===== src/rtl/servant_arb_pkg.sv =====
// =============================================================================
// Module : servant_arb_pkg
// Brief  : Shared encodings for the servant RAM round-robin arbiter.
// Rev    : 1.0 - initial release
// =============================================================================
`default_nettype none

package servant_arb_pkg;

  typedef enum logic [0:0] {
    ST_IDLE = 1'b0,
    ST_BUSY = 1'b1
  } arb_state_t;

  localparam logic [1:0]  OWN_NONE    = 2'd0;
  localparam logic [1:0]  OWN_IB      = 2'd1;
  localparam logic [1:0]  OWN_DB      = 2'd2;
  localparam logic [1:0]  OWN_DM      = 2'd3;

  localparam logic [31:0] TIMEOUT_RDT = 32'hDEADBEEF;

  // Grant vector bit order is {dm, db, ib}.
  function automatic logic [1:0] onehot_to_owner(input logic [2:0] grant);
    logic [1:0] own;
    own = OWN_NONE;
    if (grant[0])      own = OWN_IB;
    else if (grant[1]) own = OWN_DB;
    else if (grant[2]) own = OWN_DM;
    return own;
  endfunction

endpackage

`default_nettype wire


===== src/rtl/servant_rr_pick.sv =====
// =============================================================================
// Module : servant_rr_pick
// Brief  : Combinational 3-way round-robin picker, search starts after i_last.
// Rev    : 1.0 - initial release
// =============================================================================
`default_nettype none

module servant_rr_pick
  import servant_arb_pkg::*;
(
  input  logic [2:0] i_req,
  input  logic [1:0] i_last,
  output logic [2:0] o_grant
);

  always_comb begin
    o_grant = 3'b000;
    case (i_last)
      OWN_IB: begin
        if (i_req[1])      o_grant = 3'b010;
        else if (i_req[2]) o_grant = 3'b100;
        else if (i_req[0]) o_grant = 3'b001;
      end
      OWN_DB: begin
        if (i_req[2])      o_grant = 3'b100;
        else if (i_req[0]) o_grant = 3'b001;
        else if (i_req[1]) o_grant = 3'b010;
      end
      default: begin
        // OWN_DM (and the unused OWN_NONE) restart the search at ib.
        if (i_req[0])      o_grant = 3'b001;
        else if (i_req[1]) o_grant = 3'b010;
        else if (i_req[2]) o_grant = 3'b100;
      end
    endcase
  end

endmodule

`default_nettype wire


===== src/rtl/servant_ram_arbiter.sv =====
// =============================================================================
// Module : servant_ram_arbiter
// Brief  : Round-robin Wishbone arbiter (ibus/dbus/debug) for the servant RAM.
//          Optional watchdog: define SERVANT_RAM_ARBITER_TIMEOUT_EN.
// Rev    : 1.0 - initial release
// =============================================================================
`default_nettype none

module servant_ram_arbiter
  import servant_arb_pkg::*;
#(
  parameter int AW             = 32,
  parameter int TIMEOUT_CYCLES = 255
) (
  input  logic          wb_clk,
  input  logic          wb_rstn,

  input  logic [AW-1:0] i_ib_adr,
  input  logic          i_ib_cyc,
  output logic [31:0]   o_ib_rdt,
  output logic          o_ib_ack,

  input  logic [AW-1:0] i_db_adr,
  input  logic [31:0]   i_db_dat,
  input  logic [3:0]    i_db_sel,
  input  logic          i_db_we,
  input  logic          i_db_cyc,
  output logic [31:0]   o_db_rdt,
  output logic          o_db_ack,

  input  logic [AW-1:0] i_dm_adr,
  input  logic [31:0]   i_dm_dat,
  input  logic [3:0]    i_dm_sel,
  input  logic          i_dm_we,
  input  logic          i_dm_cyc,
  output logic [31:0]   o_dm_rdt,
  output logic          o_dm_ack,

  output logic [AW-1:0] o_s_adr,
  output logic [31:0]   o_s_dat,
  output logic [3:0]    o_s_sel,
  output logic          o_s_we,
  output logic          o_s_cyc,
  input  logic [31:0]   i_s_rdt,
  input  logic          i_s_ack,

  output logic [1:0]    o_owner,
  output logic          o_err
);

  if (TIMEOUT_CYCLES < 2 || TIMEOUT_CYCLES > 65535) begin : g_bad_timeout
    $error("servant_ram_arbiter: TIMEOUT_CYCLES out of range 2..65535");
  end

  arb_state_t r_state;
  arb_state_t w_state_nxt;
  logic [1:0] r_owner;
  logic [1:0] w_owner_nxt;
  logic [1:0] r_last;
  logic [1:0] w_last_nxt;

  logic [2:0] w_req;
  logic [2:0] w_grant;
  logic       w_busy;
  logic       w_own_cyc;
  logic       w_to;
  logic       w_ack;
  logic [31:0] w_rdt;

  assign w_req  = {i_dm_cyc, i_db_cyc, i_ib_cyc};
  assign w_busy = (r_state == ST_BUSY);

  servant_rr_pick u_pick (
    .i_req   (w_req),
    .i_last  (r_last),
    .o_grant (w_grant)
  );

  always_comb begin
    w_own_cyc = 1'b0;
    case (r_owner)
      OWN_IB:  w_own_cyc = i_ib_cyc;
      OWN_DB:  w_own_cyc = i_db_cyc;
      OWN_DM:  w_own_cyc = i_dm_cyc;
      default: w_own_cyc = 1'b0;
    endcase
  end

`ifdef SERVANT_RAM_ARBITER_TIMEOUT_EN
  localparam logic [15:0] TO_LAST = 16'(TIMEOUT_CYCLES - 1);

  logic [15:0] r_cnt;

  // A real ack in the expiry cycle wins over the watchdog.
  assign w_to = w_busy & w_own_cyc & ~i_s_ack & (r_cnt == TO_LAST);

  always_ff @(posedge wb_clk or negedge wb_rstn) begin
    if (!wb_rstn) begin
      r_cnt <= 16'd0;
    end else if (!w_busy) begin
      r_cnt <= 16'd0;
    end else if (!i_s_ack) begin
      r_cnt <= r_cnt + 16'd1;
    end
  end
`else
  assign w_to = 1'b0;
`endif

  assign w_ack = w_busy & (i_s_ack | w_to);
  assign w_rdt = w_to ? TIMEOUT_RDT : i_s_rdt;

  always_ff @(posedge wb_clk or negedge wb_rstn) begin
    if (!wb_rstn) begin
      r_state <= ST_IDLE;
      r_owner <= OWN_NONE;
      r_last  <= OWN_DM;
    end else begin
      r_state <= w_state_nxt;
      r_owner <= w_owner_nxt;
      r_last  <= w_last_nxt;
    end
  end

  always_comb begin
    w_state_nxt = r_state;
    w_owner_nxt = r_owner;
    w_last_nxt  = r_last;
    case (r_state)
      ST_IDLE: begin
        if (|w_req) begin
          w_state_nxt = ST_BUSY;
          w_owner_nxt = onehot_to_owner(w_grant);
        end
      end
      ST_BUSY: begin
        // Completion, abort and timeout all release the grant the same way.
        if (i_s_ack || !w_own_cyc || w_to) begin
          w_state_nxt = ST_IDLE;
          w_last_nxt  = r_owner;
          w_owner_nxt = OWN_NONE;
        end
      end
      default: begin
        w_state_nxt = ST_IDLE;
        w_owner_nxt = OWN_NONE;
      end
    endcase
  end

  always_comb begin
    o_s_adr = '0;
    o_s_dat = 32'd0;
    o_s_sel = 4'd0;
    o_s_we  = 1'b0;
    if (w_busy) begin
      case (r_owner)
        OWN_IB: begin
          o_s_adr = i_ib_adr;
          o_s_sel = 4'hF;
        end
        OWN_DB: begin
          o_s_adr = i_db_adr;
          o_s_dat = i_db_dat;
          o_s_sel = i_db_sel;
          o_s_we  = i_db_we;
        end
        OWN_DM: begin
          o_s_adr = i_dm_adr;
          o_s_dat = i_dm_dat;
          o_s_sel = i_dm_sel;
          o_s_we  = i_dm_we;
        end
        default: begin
          o_s_adr = '0;
        end
      endcase
    end
  end

  assign o_s_cyc  = w_busy & w_own_cyc & ~w_to;

  assign o_ib_ack = w_ack & (r_owner == OWN_IB);
  assign o_db_ack = w_ack & (r_owner == OWN_DB);
  assign o_dm_ack = w_ack & (r_owner == OWN_DM);

  assign o_ib_rdt = w_rdt;
  assign o_db_rdt = w_rdt;
  assign o_dm_rdt = w_rdt;

  assign o_owner  = r_owner;
  assign o_err    = w_to;

endmodule

`default_nettype wire


===== config.mk =====
export PLATFORM = sky130hd
export DESIGN_NAME = servant_ram_arbiter
export DESIGN_NICKNAME = d
export VERILOG_FILES = /design/src/rtl/servant_arb_pkg.sv /design/src/rtl/servant_rr_pick.sv /design/src/rtl/servant_ram_arbiter.sv
export SDC_FILE = /design/constraint.sdc
export NUM_CORES = 1
export LEC_CHECK = 0
export ABC_CLOCK_PERIOD_IN_PS = 2780
export CAP_MARGIN = 20
export CORE_AREA = 2 2 146 148
export DETAILED_ROUTE_END_ITERATION = 8
export DIE_AREA = 0 0 148 150
export PLACE_DENSITY = 0.46
export SYNTH_ARGS = -nofsm -noshare
export SYNTH_HDL_FRONTEND = slang
export SYNTH_SLANG_ARGS = --single-unit

===== constraint.sdc =====
create_clock -name wb_clk -period 2.78 [get_ports wb_clk]
set_clock_uncertainty 0.2 [all_clocks]
set_input_delay 0.556 -clock wb_clk [delete_from_list [all_inputs] [get_ports wb_clk]]
set_output_delay 0.556 -clock wb_clk [all_outputs]
set_load 0.01 [all_outputs]

# Word-level counts from Yosys, hierarchy flattened
# Cells that the tools add are included.
[totals] ff_bits=5 out_inout_bits=172 word_cells=49
[classes] n_eq_ne=7 mux=28 bitwise=6 n_reduce_logical=5
[ops] op="$pmux W32 S3" n=1
[ops] op="$mux W32" n=2
[ops] op="$pmux W32 S2" n=1
[ops] op="$mux W3" n=7
[ops] op="$mux W2" n=6
[ops] op="$pmux W4 S3" n=1
[ops] op="$eq A2 B2 Y1 const B" n=3
[ops] op="$pmux W3 S2" n=1
[ops] op="$and A1 B1 Y1" n=5
[ops] op="$eq A2 B1 Y1 const B" n=2
[ops] op="$mux W1" n=4
[ops] op="$mux W4" n=1
[ops] op="$pmux W1 S2" n=2
[ops] op="$pmux W2 S2" n=1
[ops] op="$reduce_and A2 Y1" n=2
[ops] op="$pmux W1 S3" n=1
[ops] op="$reduce_or A3 Y1" n=1
[ops] op="$ne A2 B1 Y1 const B" n=1
[ops] op="$ne A2 B2 Y1 const B" n=1
[ops] op="$logic_not A1 Y1" n=1
[ops] op="$logic_or A1 B1 Y1" n=1
[ops] op="$not A1 Y1" n=1

# Depth between registers and ports, before layout
[logic_depth] ltp_word=9 depth_mapped=6

# By module
# A second synthesis with hierarchy kept.
[unflattened] cells_unflattened=346 hier_area_um2=2611.3
[by_module_without_submodules] module="servant_ram_arbiter" n_inst=1 cells_per_inst=329 area_per_inst_um2=2491.1 seq_area_each_um2=127.6
[by_module_without_submodules] module="servant_rr_pick" n_inst=1 cells_per_inst=17 area_per_inst_um2=120.1 seq_area_each_um2=0.0

# Least setup slack after synthesis
# OpenSTA, ideal clock, no wires.
[synth_path] kind="flip-flop to output port" from="reg r_owner[1], in the netlist o_owner[1]" to="out o_s_adr[25]" arrival_time_ps=1261 path_slack_ps=763 path_stages_with_launch=7 n_path_buf=2 path_cell_list="dfrtp_1 buf_4 buf_4 mux2i_1 nor2_1 a21oi_1 nor2_1"
[synth_between] elab_chain_len=3 elab_cells_between_ends=5 classes_between="3 x eq/ne; 2 x mux"
[synth_rtl] item="start, declared" line="servant_ram_arbiter.sv:57" rtl="logic [1:0] r_owner;"
[synth_rtl] item="start signal, assigned" line="servant_ram_arbiter.sv:120" rtl="r_owner <= w_owner_nxt;"
[synth_rtl] item="$eq A2 B2 Y1 / $eq A2 B1 Y1 (equally long branches)" line="servant_ram_arbiter.sv:157" rtl="case (r_owner)"
[synth_rtl] item="$pmux W32 S3 (*)" line="servant_ram_arbiter.sv:157"
[synth_rtl] item="$mux W32 (*)" line="servant_ram_arbiter.sv:156" rtl="if (w_busy) begin"
[synth_rtl] item="end, declared" line="servant_ram_arbiter.sv:39" rtl="output logic [AW-1:0] o_s_adr,"
# Mark *: on every way between the ends. The rest lies on a longest branch, timed or not.

# Worst setup path after layout
[layout_path] from="reg r_owner[1], in the netlist o_owner[1]" to="out o_s_adr[11]"
# The elaborated chain is that of the path after synthesis.

==> results.py <==
metrics = {
    "final_layout": {
        "diodes": 0,
        "layout.cell_area.non_filler_sq_um": 4890,
        "layout.nets": 746,
        "final_util_pct": 23.6,
        "layout_commonest_cell": "sky130_fd_sc_hd__clkdlybuf4s50_1",
        "layout_common_cells": "232 x sky130_fd_sc_hd__clkdlybuf4s50_1, 99 x sky130_fd_sc_hd__nor2_1, 66 x sky130_fd_sc_hd__mux2i_1",
        "fillers": 2315,
        "final_cells": 810,
        "area_growth_syn_to_layout_pct": 97.0,
        "drive_above_1_share_pct": 6.73,
    },
    "floorplanning": {
        "std_cell_rows": 53,
        "io-pin-count": 380,
        "die_area_sq_um": 22200,
        "die_h_um": 150,
        "floorplan.core_area_sq_um": 20700,
        "start_util_pct": 12.0,
        "floorplan.die.width_um": 148,
    },
    "power_and_ir_drop": {
        "clock_power_share_pct": 8.4,
        "p_int_mw": 1.58,
        "p_per_cell_area_nw_per_um2": 585,
        "pwr-share-comb_pct": 86.0,
        "switching_part_of_the_total_pct": 44.8,
        "post-layout-total-power_mw": 2.86,
        "power.leakage_nw": 2.03,
        "power.net_switching_mw": 1.28,
        "sequentialPowerShare_pct": 5.6,
        "peakVddDrop_v": 0.000250,
    },
    "logic_synthesis": {
        "synth_seq_cells": 5,
        "ys_async_sr_fraction_pct": 100,
        "synth_warnings": 0,
        "synthesis.nets": 586,
        "synth_edf_count": 0,
        "syn_area_per_cell_sq_um": 6.61,
        "yosys_most_used_dff": "sky130_fd_sc_hd__dfrtp_1",
        "synthDistinctLibCells": 29,
        "yosysSeqAreaShare_pct": 5.14,
        "synth_instances": 376,
        "syn_area_sq_um": 2480,
    },
    "cts": {
        "clock_tree_from_tritoncts": "yes",
        "cts-hold-fix-buffers": 0,
        "clkSinkCount": 5,
        "count_of_h_tree_levels_built_during_cts": 1,
        "clock_pin_slew_of_the_registers_on_the_worst_case_setup_and_hold_paths_ps": 30,
        "clock_latency_ps": 230,
        "cts.root.buffer_cell": "sky130_fd_sc_hd__clkbuf_16",
        "cts.path.max_buffers": 2,
        "numCtsBuffers": 3,
    },
    "critical_path": {
        "setup.worst_path.end_class": "output pin",
        "critPathLaunchType": "flop",
        "crit_arrival_ps": 1950,
        "worstPathRequired_ps": 2020,
        "setup.worst_path.class": "flop to output pin",
        "rr_worst_depth": 6,
        "critical_path.max_fanout": 11,
    },
    "place": {
        "worst_setup_slack_post_dpl_ps": -26.8,
        "place.detailed.instances": 802,
        "numPortBuffers": 250,
        "post_place_cell_area_sq_um": 4700,
        "hpwlAfterDp_um": 9840,
        "gp_routability_congestion": 0.705,
    },
    "sta": {
        "period_utilization_pct": 97.3,
        "achievable-frequency_mhz": 370,
        "finalWorstPathRequiredPeriod_ps": 2700,
        "hold_slack_ps": 285,
        "timing.final.max_slew_violations": 0,
        "setup_viol_count_final": 0,
        "finalHoldViolCount": 0,
        "crit_path_setup_slack_layout_ps": 76.4,
        "fin_setup_tns_ps": 0,
    },
    "global_route": {
        "grt_overflow_total": 0,
        "grt_first_pass_wirelength_um": 17100,
        "gr-usage-all-layers_pct": 9.99,
        "grt_pass1_vias": 2877,
        "grt_max_degree": 45,
        "initial_antenna_violation_count": 0,
    },
    "flow_run": {
        "max-cap-violations": 0,
    },
    "routing": {
        "dr.first_iter.drc_count": 71,
        "ant_nets": 0,
        "wire_per_inst_um": 15.3,
        "drtPass1Iterations": 4,
        "via_count": 2987,
        "drt-vias-per-instance": 3.69,
        "totalWireLength_um": 12400,
        "drc_errors": 0,
    },
    "min_path": {
        "hold_path_depth": 2,
        "worst_hold_path_type": "flop to flop",
    },
    "outcome": {
        "outcome": "completed",
    },
}
[layer usage]
layer  wire length [um]  GRT usage (%)  up-vias
li1                   -              -     1461
met3               1120           2.04       53
met1               4840           11.2     1286
met5                  0              0        -
met4                487           4.57        0
met2               5940           18.2      187
[final timing paths]
path	from	slack, ps	end
min in group asynchronous	wb_rstn	340	r_state
worst max-delay path	o_owner[1]	80	o_s_adr[11]
max in group asynchronous	wb_rstn	1790	r_last[1]
worst min register to register	r_last[0]	290	r_last[0]
worst min-delay path	r_last[0]	290	r_last[0]
worst max register to register	o_owner[1]	960	o_owner[0]
[power by group through the flow]
| stage | clock network (mW) | registers [mW] | logic, mW |
|---|---|---|---|
| after CTS | 0.245 | 0.160 | 2.45 |
| after floorplan | 0 | 0.142 | 1.35 |
| after detailed placement | 0 | 0.161 | 2.45 |
| after global routing | 0.246 | 0.166 | 2.69 |
| final | 0.240 | 0.161 | 2.46 |
| after global placement | 0 | 0.161 | 2.45 |
[state kept, by name, indices dropped and copies added (netlist names)]
name,count
r_last,2
o_owner,2
r_state,1
[repair_timing]
item	CTS	global route
gates cloned	0	2
resized for setup	1	17
pin swaps	0	1
setup buffers	0	2
endpoints found under the setup margin	1	18
[worst max-delay path, cell delays in order, from the launching register on]
cell and delay [ps]:
sky130_fd_sc_hd__dfrtp_2 430, sky130_fd_sc_hd__buf_4 160, sky130_fd_sc_hd__clkbuf_16 180, sky130_fd_sc_hd__mux2i_1 120, sky130_fd_sc_hd__nor2_1 90, sky130_fd_sc_hd__a21oi_1 50, sky130_fd_sc_hd__nor2_1 120, sky130_fd_sc_hd__clkdlybuf4s50_1 570
[Yosys cell counts (2+ instances only)]
master	count	area (sq um)
sky130_fd_sc_hd__nand2_1	12	45.0
sky130_fd_sc_hd__o21ai_1	2	10.0
sky130_fd_sc_hd__nand3_1	4	20.0
sky130_fd_sc_hd__dfstp_2	2	52.6
sky130_fd_sc_hd__nor3_1	2	10.0
sky130_fd_sc_hd__clkbuf_1	8	30.0
sky130_fd_sc_hd__a21oi_1	40	200
sky130_fd_sc_hd__o31ai_1	2	15.0
sky130_fd_sc_hd__nor2_1	99	372
sky130_fd_sc_hd__buf_2	7	35.0
sky130_fd_sc_hd__dfrtp_1	3	75.1
sky130_fd_sc_hd__buf_6	2	22.5
sky130_fd_sc_hd__mux2i_1	66	661
sky130_fd_sc_hd__ha_1	2	25.0
sky130_fd_sc_hd__o21ai_0	5	25.0
sky130_fd_sc_hd__buf_1	2	7.51
sky130_fd_sc_hd__buf_4	100	751
sky130_fd_sc_hd__inv_1	7	26.3
[final cells by class]
class | count | area (sq um) | share of cell area [%]
Sequential cell | 5 | 130 | 2.66
Tap cell | 275 | 344 | 7.03
Multi-Input combinational cell | 244 | 1480 | 30.3
Inverter | 8 | 30.0 | 0.614
Clock buffer | 4 | 78.8 | 1.61
Timing Repair Buffer | 274 | 2830 | 57.8
[kinds of logic after synthesis]
family / after synthesis / share of synthesized area, %
buf+inv: 127 / 35.3
simple gates: 121 / 19.4
mux: 66 / 26.6
compound gates: 54 / 12.4
flops: 5 / 5.14
fa+ha+maj: 2 / 1.01
other cells: 1 / 0.151
Power figures use the tool's default switching activity.
